File: config.mk
export PLATFORM = sky130hd
export DESIGN_NAME = mem_decoder
export DESIGN_NICKNAME = d
export VERILOG_FILES = /design/src/rtl/configure.sv /design/src/rtl/decode_timer.sv /design/src/rtl/mem_decoder.sv
export SDC_FILE = /design/constraint.sdc
export NUM_CORES = 1
export LEC_CHECK = 0
export ABC_CLOCK_PERIOD_IN_PS = 5400
export CAP_MARGIN = 20
export CORE_AREA = 2 2 121 123
export CTS_BUF_LIST = sky130_fd_sc_hd__clkbuf_16
export CTS_CLUSTER_SIZE = 24
export DETAILED_ROUTE_END_ITERATION = 10
export DIE_AREA = 0 0 123 125
export DONT_BUFFER_PORTS = 1
export PLACE_DENSITY_LB_ADDON = 0.08
export REMOVE_ABC_BUFFERS = 1
export SLEW_MARGIN = 20
export SYNTH_ARGS = -nofsm -noshare
export SYNTH_HDL_FRONTEND = slang
export SYNTH_SLANG_ARGS = --single-unit
File: constraint.sdc
create_clock -name clock -period 5.4 [get_ports clock]
set_input_delay 0.54 -clock clock [delete_from_list [all_inputs] [get_ports clock]]
set_output_delay 0.54 -clock clock [all_outputs]
set_load 0.005 [all_outputs]
File: src/rtl/configure.sv
// Shared configuration for the memory decoder: FSM state type, default slave address map
// and the slave-index width helper.
package configure;

    // Decoder FSM states
    typedef enum logic [1:0] {
        StIdle = 2'd0,
        StBusy = 2'd1,
        StErr  = 2'd2
    } dec_state_e;

    // SoC slave windows: base inclusive, top exclusive
    localparam logic [31:0] RomBase   = 32'h0000_0000;
    localparam logic [31:0] RomTop    = 32'h0001_0000;
    localparam logic [31:0] UartBase  = 32'h0010_0000;
    localparam logic [31:0] UartTop   = 32'h0010_0100;
    localparam logic [31:0] ClintBase = 32'h0020_0000;
    localparam logic [31:0] ClintTop  = 32'h0020_C000;
    localparam logic [31:0] AxiBase   = 32'h8000_0000;
    localparam logic [31:0] AxiTop    = 32'h9000_0000;

    localparam int unsigned DefaultNumSlv = 4;

    // Index 0 sits in the LSBs, so the concatenation lists slave 3 first
    localparam logic [DefaultNumSlv-1:0][31:0] DefaultBaseAddr =
        {AxiBase, ClintBase, UartBase, RomBase};
    localparam logic [DefaultNumSlv-1:0][31:0] DefaultTopAddr =
        {AxiTop, ClintTop, UartTop, RomTop};

    // Width of a slave index, never less than one bit
    function automatic int unsigned sel_width(input int unsigned num);
        return (num > 1) ? $clog2(num) : 1;
    endfunction

endpackage

File: src/rtl/decode_timer.sv
// BUSY-state watchdog for mem_decoder (used only when DECODER_TIMEOUT_EN is defined).
// The counter holds the number of completed BUSY cycles; expire_o fires during the BUSY
// cycle whose incremented count would reach TIMEOUT-1.
module decode_timer #(
    parameter int unsigned TIMEOUT = 1024
) (
    input  logic clock,
    input  logic reset,
    input  logic clear_i,
    input  logic enable_i,
    output logic expire_o
);

    localparam int unsigned CntW = (TIMEOUT > 2) ? $clog2(TIMEOUT) : 1;
    localparam logic [CntW-1:0] LastCnt = CntW'(TIMEOUT - 2);

    logic [CntW-1:0] count_q, count_d;

    // Next count: clear on BUSY entry, step on every BUSY cycle
    always_comb begin
        count_d = count_q;
        if (clear_i) begin
            count_d = '0;
        end else if (enable_i) begin
            count_d = count_q + 1'b1;
        end
    end

    // Counter register with synchronous active-low reset
    always_ff @(posedge clock) begin
        if (!reset) begin
            count_q <= '0;
        end else begin
            count_q <= count_d;
        end
    end

    // Expiry flag for the current BUSY cycle
    always_comb begin
        expire_o = enable_i && (count_q == LastCnt);
    end

endmodule

File: src/rtl/mem_decoder.sv
// Stateful memory-port address decoder: routes one request at a time to the slave whose
// window contains the address, returns only that slave's response, and answers unmapped
// addresses with an error. Define DECODER_TIMEOUT_EN to also force an error response when
// the selected slave stays silent for TIMEOUT cycles.
module mem_decoder
    import configure::*;
#(
    parameter int unsigned                    NUM_SLV   = DefaultNumSlv,
    parameter logic [NUM_SLV-1:0][31:0]       BASE_ADDR = DefaultBaseAddr,
    parameter logic [NUM_SLV-1:0][31:0]       TOP_ADDR  = DefaultTopAddr,
    parameter int unsigned                    TIMEOUT   = 1024
) (
    input  logic                      clock,
    input  logic                      reset,
    input  logic                      memory_valid,
    input  logic                      memory_instr,
    input  logic [31:0]               memory_addr,
    input  logic [31:0]               memory_wdata,
    input  logic [3:0]                memory_wstrb,
    output logic [31:0]               memory_rdata,
    output logic                      memory_ready,
    output logic                      memory_error,
    output logic [NUM_SLV-1:0]        slave_valid,
    output logic                      slave_instr,
    output logic [31:0]               slave_addr,
    output logic [31:0]               slave_wdata,
    output logic [3:0]                slave_wstrb,
    input  logic [NUM_SLV-1:0][31:0]  slave_rdata,
    input  logic [NUM_SLV-1:0]        slave_ready
);

    localparam int unsigned SelW = sel_width(NUM_SLV);

    dec_state_e        state_q, state_d;
    logic [SelW-1:0]   sel_q, sel_d;
    logic [NUM_SLV-1:0] hit;
    logic [SelW-1:0]   hit_idx;
    logic              any_hit;
    logic              timer_clear;
    logic              timer_expire;

    // Window match per slave, unsigned 32-bit compares
    always_comb begin
        for (int i = 0; i < NUM_SLV; i++) begin
            hit[i] = (memory_addr >= BASE_ADDR[i]) && (memory_addr < TOP_ADDR[i]);
        end
    end

    // Priority encode: the lowest matching index wins overlapping windows
    always_comb begin
        hit_idx = '0;
        any_hit = 1'b0;
        for (int i = NUM_SLV - 1; i >= 0; i--) begin
            if (hit[i]) begin
                hit_idx = SelW'(i);
                any_hit = 1'b1;
            end
        end
    end

    // Broadcast request fields, address rebased to the selected window
    always_comb begin
        slave_instr = memory_instr;
        slave_addr  = memory_addr - BASE_ADDR[hit_idx];
        slave_wdata = memory_wdata;
        slave_wstrb = memory_wstrb;
    end

`ifdef DECODER_TIMEOUT_EN
    decode_timer #(
        .TIMEOUT (TIMEOUT)
    ) u_decode_timer (
        .clock    (clock),
        .reset    (reset),
        .clear_i  (timer_clear),
        .enable_i (state_q == StBusy),
        .expire_o (timer_expire)
    );
`else
    assign timer_expire = 1'b0;
    logic unused_cfg;
    assign unused_cfg = ^{timer_clear, 32'(TIMEOUT)};
`endif

    // Next-state, slave request and response generation; all outputs held low in reset
    always_comb begin
        state_d      = state_q;
        sel_d        = sel_q;
        timer_clear  = 1'b0;
        slave_valid  = '0;
        memory_ready = 1'b0;
        memory_error = 1'b0;
        memory_rdata = '0;

        unique case (state_q)
            StIdle: begin
                if (memory_valid) begin
                    if (any_hit) begin
                        slave_valid[hit_idx] = 1'b1;
                        sel_d                = hit_idx;
                        if (slave_ready[hit_idx]) begin
                            memory_ready = 1'b1;
                            memory_rdata = slave_rdata[hit_idx];
                        end else begin
                            state_d     = StBusy;
                            timer_clear = 1'b1;
                        end
                    end else begin
                        state_d = StErr;
                    end
                end
            end
            StBusy: begin
                // A real response beats a timeout landing in the same cycle
                if (slave_ready[sel_q]) begin
                    memory_ready = 1'b1;
                    memory_rdata = slave_rdata[sel_q];
                    state_d      = StIdle;
                end else if (timer_expire) begin
                    memory_ready = 1'b1;
                    memory_error = 1'b1;
                    state_d      = StIdle;
                end
            end
            StErr: begin
                memory_ready = 1'b1;
                memory_error = 1'b1;
                state_d      = StIdle;
            end
            default: begin
                state_d = StIdle;
            end
        endcase

        if (!reset) begin
            slave_valid  = '0;
            memory_ready = 1'b0;
            memory_error = 1'b0;
            memory_rdata = '0;
        end
    end

    // State and selected-slave registers, synchronous active-low reset
    always_ff @(posedge clock) begin
        if (!reset) begin
            state_q <= StIdle;
            sel_q   <= '0;
        end else begin
            state_q <= state_d;
            sel_q   <= sel_d;
        end
    end

endmodule

=== Yosys cells after proc, flatten, opt, wreduce, memory -nomap -nowiden ===
Cells that the tools add are included.

* Input bits: 204
* Output and inout bits: 107
* Word-level logic and storage cells: 70
* Register bits: 4

* Magnitude comparators: 11
* Equal/unequal tests: 5
* Muxes and demuxes: 43
* Add/sub/neg operators: 1
* Reduce and logical (&&, ||, !) cells: 8

{| class="wikitable"
|+ Operators by type and width
! kind !! number
|-
| $mux 32 || 8
|-
| $bmux 32 s2 || 3
|-
| $pmux 32 s2 || 1
|-
| $ge 32x1->1 const B || 1
|-
| $ge 32x21->1 const B || 1
|-
| $ge 32x22->1 const B || 1
|-
| $ge 32x32->1 const B || 1
|-
| $lt 32x17->1 const B || 1
|-
| $lt 32x21->1 const B || 1
|-
| $lt 32x22->1 const B || 1
|-
| $lt 32x32->1 const B || 1
|-
| $sub 32x32->32 || 1
|-
| $mux 2 || 8
|-
| $mux 4 || 4
|-
| $mux 1 || 14
|-
| $lt 2x3->1 const B || 2
|-
| $reduce_and 3->1 || 2
|-
| $logic_and 1x1->1 || 5
|-
| $bmux 1 s2 || 2
|-
| $ne 2x2->1 const B || 2
|-
| $pmux 2 s2 || 1
|-
| $ne 3x3->1 const B || 1
|-
| $pmux 1 s3 || 1
|-
| $demux 1 s2 || 1
|-
| 4 further kinds || 4
|}

=== Logic depth before layout (Yosys ltp) ===
* Depth in word-level cells: 14
* Gate-level depth with buffers: 12
* Mapped depth without buffers: 11

=== Least setup slack after synthesis ===
Ideal clock, no wire load.

* Path kind: input port to output port
* Start: in memory_addr[26]
* End: out slave_addr[30]
* Stages: 11
* Setup slack: 1.634 ns
* Buffers on the path: 1
* Data required time: 4.860 ns
* Arrival time: 3.226 ns
* Path through: nor4_4 > nand3b_1 > nor4_2 > clkbuf_1 > ha_1 > inv_1 > fa_1 > nor3_1 > nand2_1 > nor3_1 > xor2_1

* Cells in the longest elaborated chain, start to end: 9
* Elaborated cells between the ends (all ways): 19
* Those cells by class: add/sub: 1; order compare: 8; mux: 6; reduce/logical: 4

{| class="wikitable"
|+ RTL lines
! what !! line !! source
|-
| from (decl) || mem_decoder.sv:17 || <nowiki>input logic [31:0] memory_addr,</nowiki>
|-
| $ge 32x32->1 or $lt 32x32->1 (tied branches) || mem_decoder.sv:45 || <nowiki>hit[i] = (memory_addr >= BASE_ADDR[i]) && (memory_addr < TOP_ADDR[i]);</nowiki>
|-
| $logic_and 1x1->1 || mem_decoder.sv:45 ||
|-
| $mux 2 (4 in series) || mem_decoder.sv:54 || <nowiki>if (hit[i]) begin</nowiki>
|-
| $bmux 32 s2 || mem_decoder.sv:64 || <nowiki>slave_addr = memory_addr - BASE_ADDR[hit_idx];</nowiki>
|-
| $mux 32 (implied by the code) || mem_decoder.sv:64 ||
|-
| $sub 32x32->32 * || mem_decoder.sv:64 ||
|-
| to (decl) || mem_decoder.sv:25 || <nowiki>output logic [31:0] slave_addr,</nowiki>
|}

Mark *: on every way between the ends. The rest lies on a longest branch, timed or not. The select of a mux whose other input is x is not followed.

=== Final worst setup path ===
* Start: in memory_addr[31]
* End: out slave_addr[29]

* Cells in the longest elaborated chain, start to end: 9
* Elaborated cells between the ends (all ways): 19
* Those cells by class: add/sub: 1; order compare: 8; mux: 6; reduce/logical: 4

{| class="wikitable"
|+ RTL lines
! what !! line
|-
| $ge 32x32->1 or $lt 32x32->1 (tied branches) || mem_decoder.sv:45
|-
| $logic_and 1x1->1 || mem_decoder.sv:45
|-
| $mux 2 (3 in series) || mem_decoder.sv:54
|-
| $mux 2 * || mem_decoder.sv:54
|-
| $bmux 32 s2 * || mem_decoder.sv:64
|-
| $mux 32 (implied by the code) * || mem_decoder.sv:64
|-
| $sub 32x32->32 * || mem_decoder.sv:64
|}

Marked as above.

==> metrics.txt <==
htree depth 1; DIE HEIGHT approximately 130 um; Longest Clk Path Bufs 2; total CTS buffers 3; Net Sw Frac 0.258; cell internal pwr 173 uW; FFs w/ async S/R, synth 0; Seq/Total Area, Yosys 0.0262; routed len/inst 28.7 um; critical path's most frequent cell nor4_1; sequential share of power 0.134; vias in the first global route between 3,000 and 4,000; Worst path max stage delay 0.41 ns; clk sink count 4; Crit Path Class in2out; largest net degree at the start of global routing 35; Max Clk Rate 246 MHz; Syn Area/Cell 7.58 um^2; total setup buffers inserted after CTS 0; Area Growth Syn to Fin -5.86%; drt via density 5.82; PwrDens 81.0 nW/um^2; Nets around 540; Clock Power Share 0.509; chip width around 120 um; DR pass1 iterations 4; CTS Hold Bufs 0; RSZ-0062 raised after global routing false; die area 15,400 um^2; Design Area, Final 2880 um^2; cell count after synthesis 403; Via Count 2,970; GP Congestion 0.745; Synth top area share 0.243; Inserted Diodes 0; drt total wl roughly 15,000 um; Starting Density 0.215; Worst Tran Pin Value about 0.75 ns; startpoint types primary input; Core ar. 14,200 um^2; Max Cap Viol 0; status completed; layout cells sized above 1 0.190; critical path endpoint category output pin; number of synthesized register bits 4; CP Data Required Time 4.86 ns; aggregate global routing overflow 0; final setup fails 0; CTS clk-pin slew, worst paths 0.03 ns; Combinational Power Share 0.357; Residual DRC 0; GR Util All Layers 0.180; Psw between 60 and 70 uW; Final Skew 0.00253 ns; most frequent cells in the layout nand2_1, inv_1, mux4_2, nand3_1, a22oi_1; crit path DAT 3.53 ns; first-pass GRT wire length 20,800 um; Final Hold Violating Endpoints 0; leading area contributor after synthesis mux4_2; most common library cell in the layout ignoring fill and taps nand2_1; CP Cell Sequence nor4_1 > and2_1 > and4_1 > buf_4 > inv_1 > ha_1 > a21o_1 > or3_1 > nor4_1 > nand2b_1 > nor2_1 > xor2_1; HPWL after detailed placement 10,800 um; TNS Setup 0 ns; Hold Crit Class in2reg; Core Rows 44; Placed Area 2800 um^2; Final period util 0.754; port buffer count 0; post_cts resized 0; Netlist cell types 45; Ports just over 300; fin crit period approximately 4.1 ns; Worst path slowest cell nor4_1; Root Buffer Master clkbuf_16; cell area after synthesis around 3000 um^2; initial antenna violation count 0; post-route ant nets 0; Synth area leaders mux4_2, buf_4, a22oi_1, and3_1, nand2_1; ys flop type dfxtp_1; Lkg Pwr 0.976 nW; Final Max Tran Viols 0; Max FO, Critical Path 33; CTS tree built; Slew Limit Headroom 0.498; Iter 0 DRT Violations ~150; Post-synth EDFFs 0; Synth warnings 0; VDD IR max 52.4 uV; clk_lat worst skew 0.23 ns
[power groups by stage]
stage / Combinational [mW] / Clock (mW) / Sequential [mW]
after detailed placement: 0.0841 / 0 / 0.0317
after global placement: 0.0837 / 0 / 0.0318
after floorplan: 0.0691 / 0 / 0.0335
after global routing: 0.0927 / 0.120 / 0.0314
after CTS: 0.0844 / 0.119 / 0.0313
final: 0.0832 / 0.118 / 0.0313
[flip-flops by register name, summed over array words and instances, names as in the netlist]
register  cells
sel_q         2
state_q       2
[kinds of logic after synthesis]
family	synth area share
AO/OA/AOI/OAI	0.202
buffers and inverters	0.232
XOR/XNOR	0.0229
adder cells (fa/ha/maj)	0.0147
multiplexers	0.247
flip-flops	0.0262
AND/OR/NAND/NOR	0.255
[critical path, delay by kind of cell]
kind	cells	cell delay, ns
XOR/XNOR	1	0.19
AND/OR/NAND/NOR	7	1.71
buffers and inverters	2	0.60
adder cells (fa/ha/maj)	1	0.31
AO/OA/AOI/OAI	1	0.18
[per-layer routing]
metal / GRT usage / routed length [um] / up-vias
met3: 0.114 / 2390 / 9
met2: 0.266 / 6510 / 232
li1: - / - / 1277
met1: 0.224 / 5530 / 1448
met4: 0.0174 / 61 / 4
met5: 0.0822 / 150 / -
[path summary, 6_finish.rpt]
kind	from	endpoint	slack, ns	cells after the start
max	memory_addr[31]	slave_addr[29]	1.33	12
max reg2reg	sel_q[1]	state_q[0]	3.83	5
min reg2reg	state_q[1]	state_q[0]	0.73	3
min	reset	sel_q[1]	0.44	1
[synthesized netlist by cell type (all sizes together) (2+ instances only)]
library cell / n
o21ai: 2
ha: 2
o211ai: 2
nand3: 33
nor2: 7
nor4: 4
xnor2: 3
a211oi: 3
dfxtp: 4
buf: 70
nand2: 45
or3: 4
o22ai: 29
mux4: 33
nor3: 6
a31oi: 2
and2: 4
clkbuf: 20
and3: 31
nand2b: 4
a22oi: 32
nand3b: 3
inv: 37
xor2: 5
a21oi: 5
nor3b: 2
[cell type report]
type / count / area, um^2
fill: 1587 / 11300
multi-input combinational: 272 / 2270
tap: 184 / 230
inverter: 37 / 139
sequential: 4 / 82.6
clock buffer: 3 / 75.1
timing repair buffer: 10 / 75.1
[per-stage QoR]
stage	instances	setup WS [ns]	util	hold WS, ns	power (mW)
global placement	507	1.36	0.197	0.675	0.115
CTS	510	1.32	0.202	0.443	0.235
detailed placement	507	1.31	0.197	0.672	0.116
global route	510	1.05	0.202	0.455	0.244
floorplan	313	0.759	-	0.610	0.103
finish	510	1.33	0.202	0.443	0.233
Power figures use the tool's default switching activity.
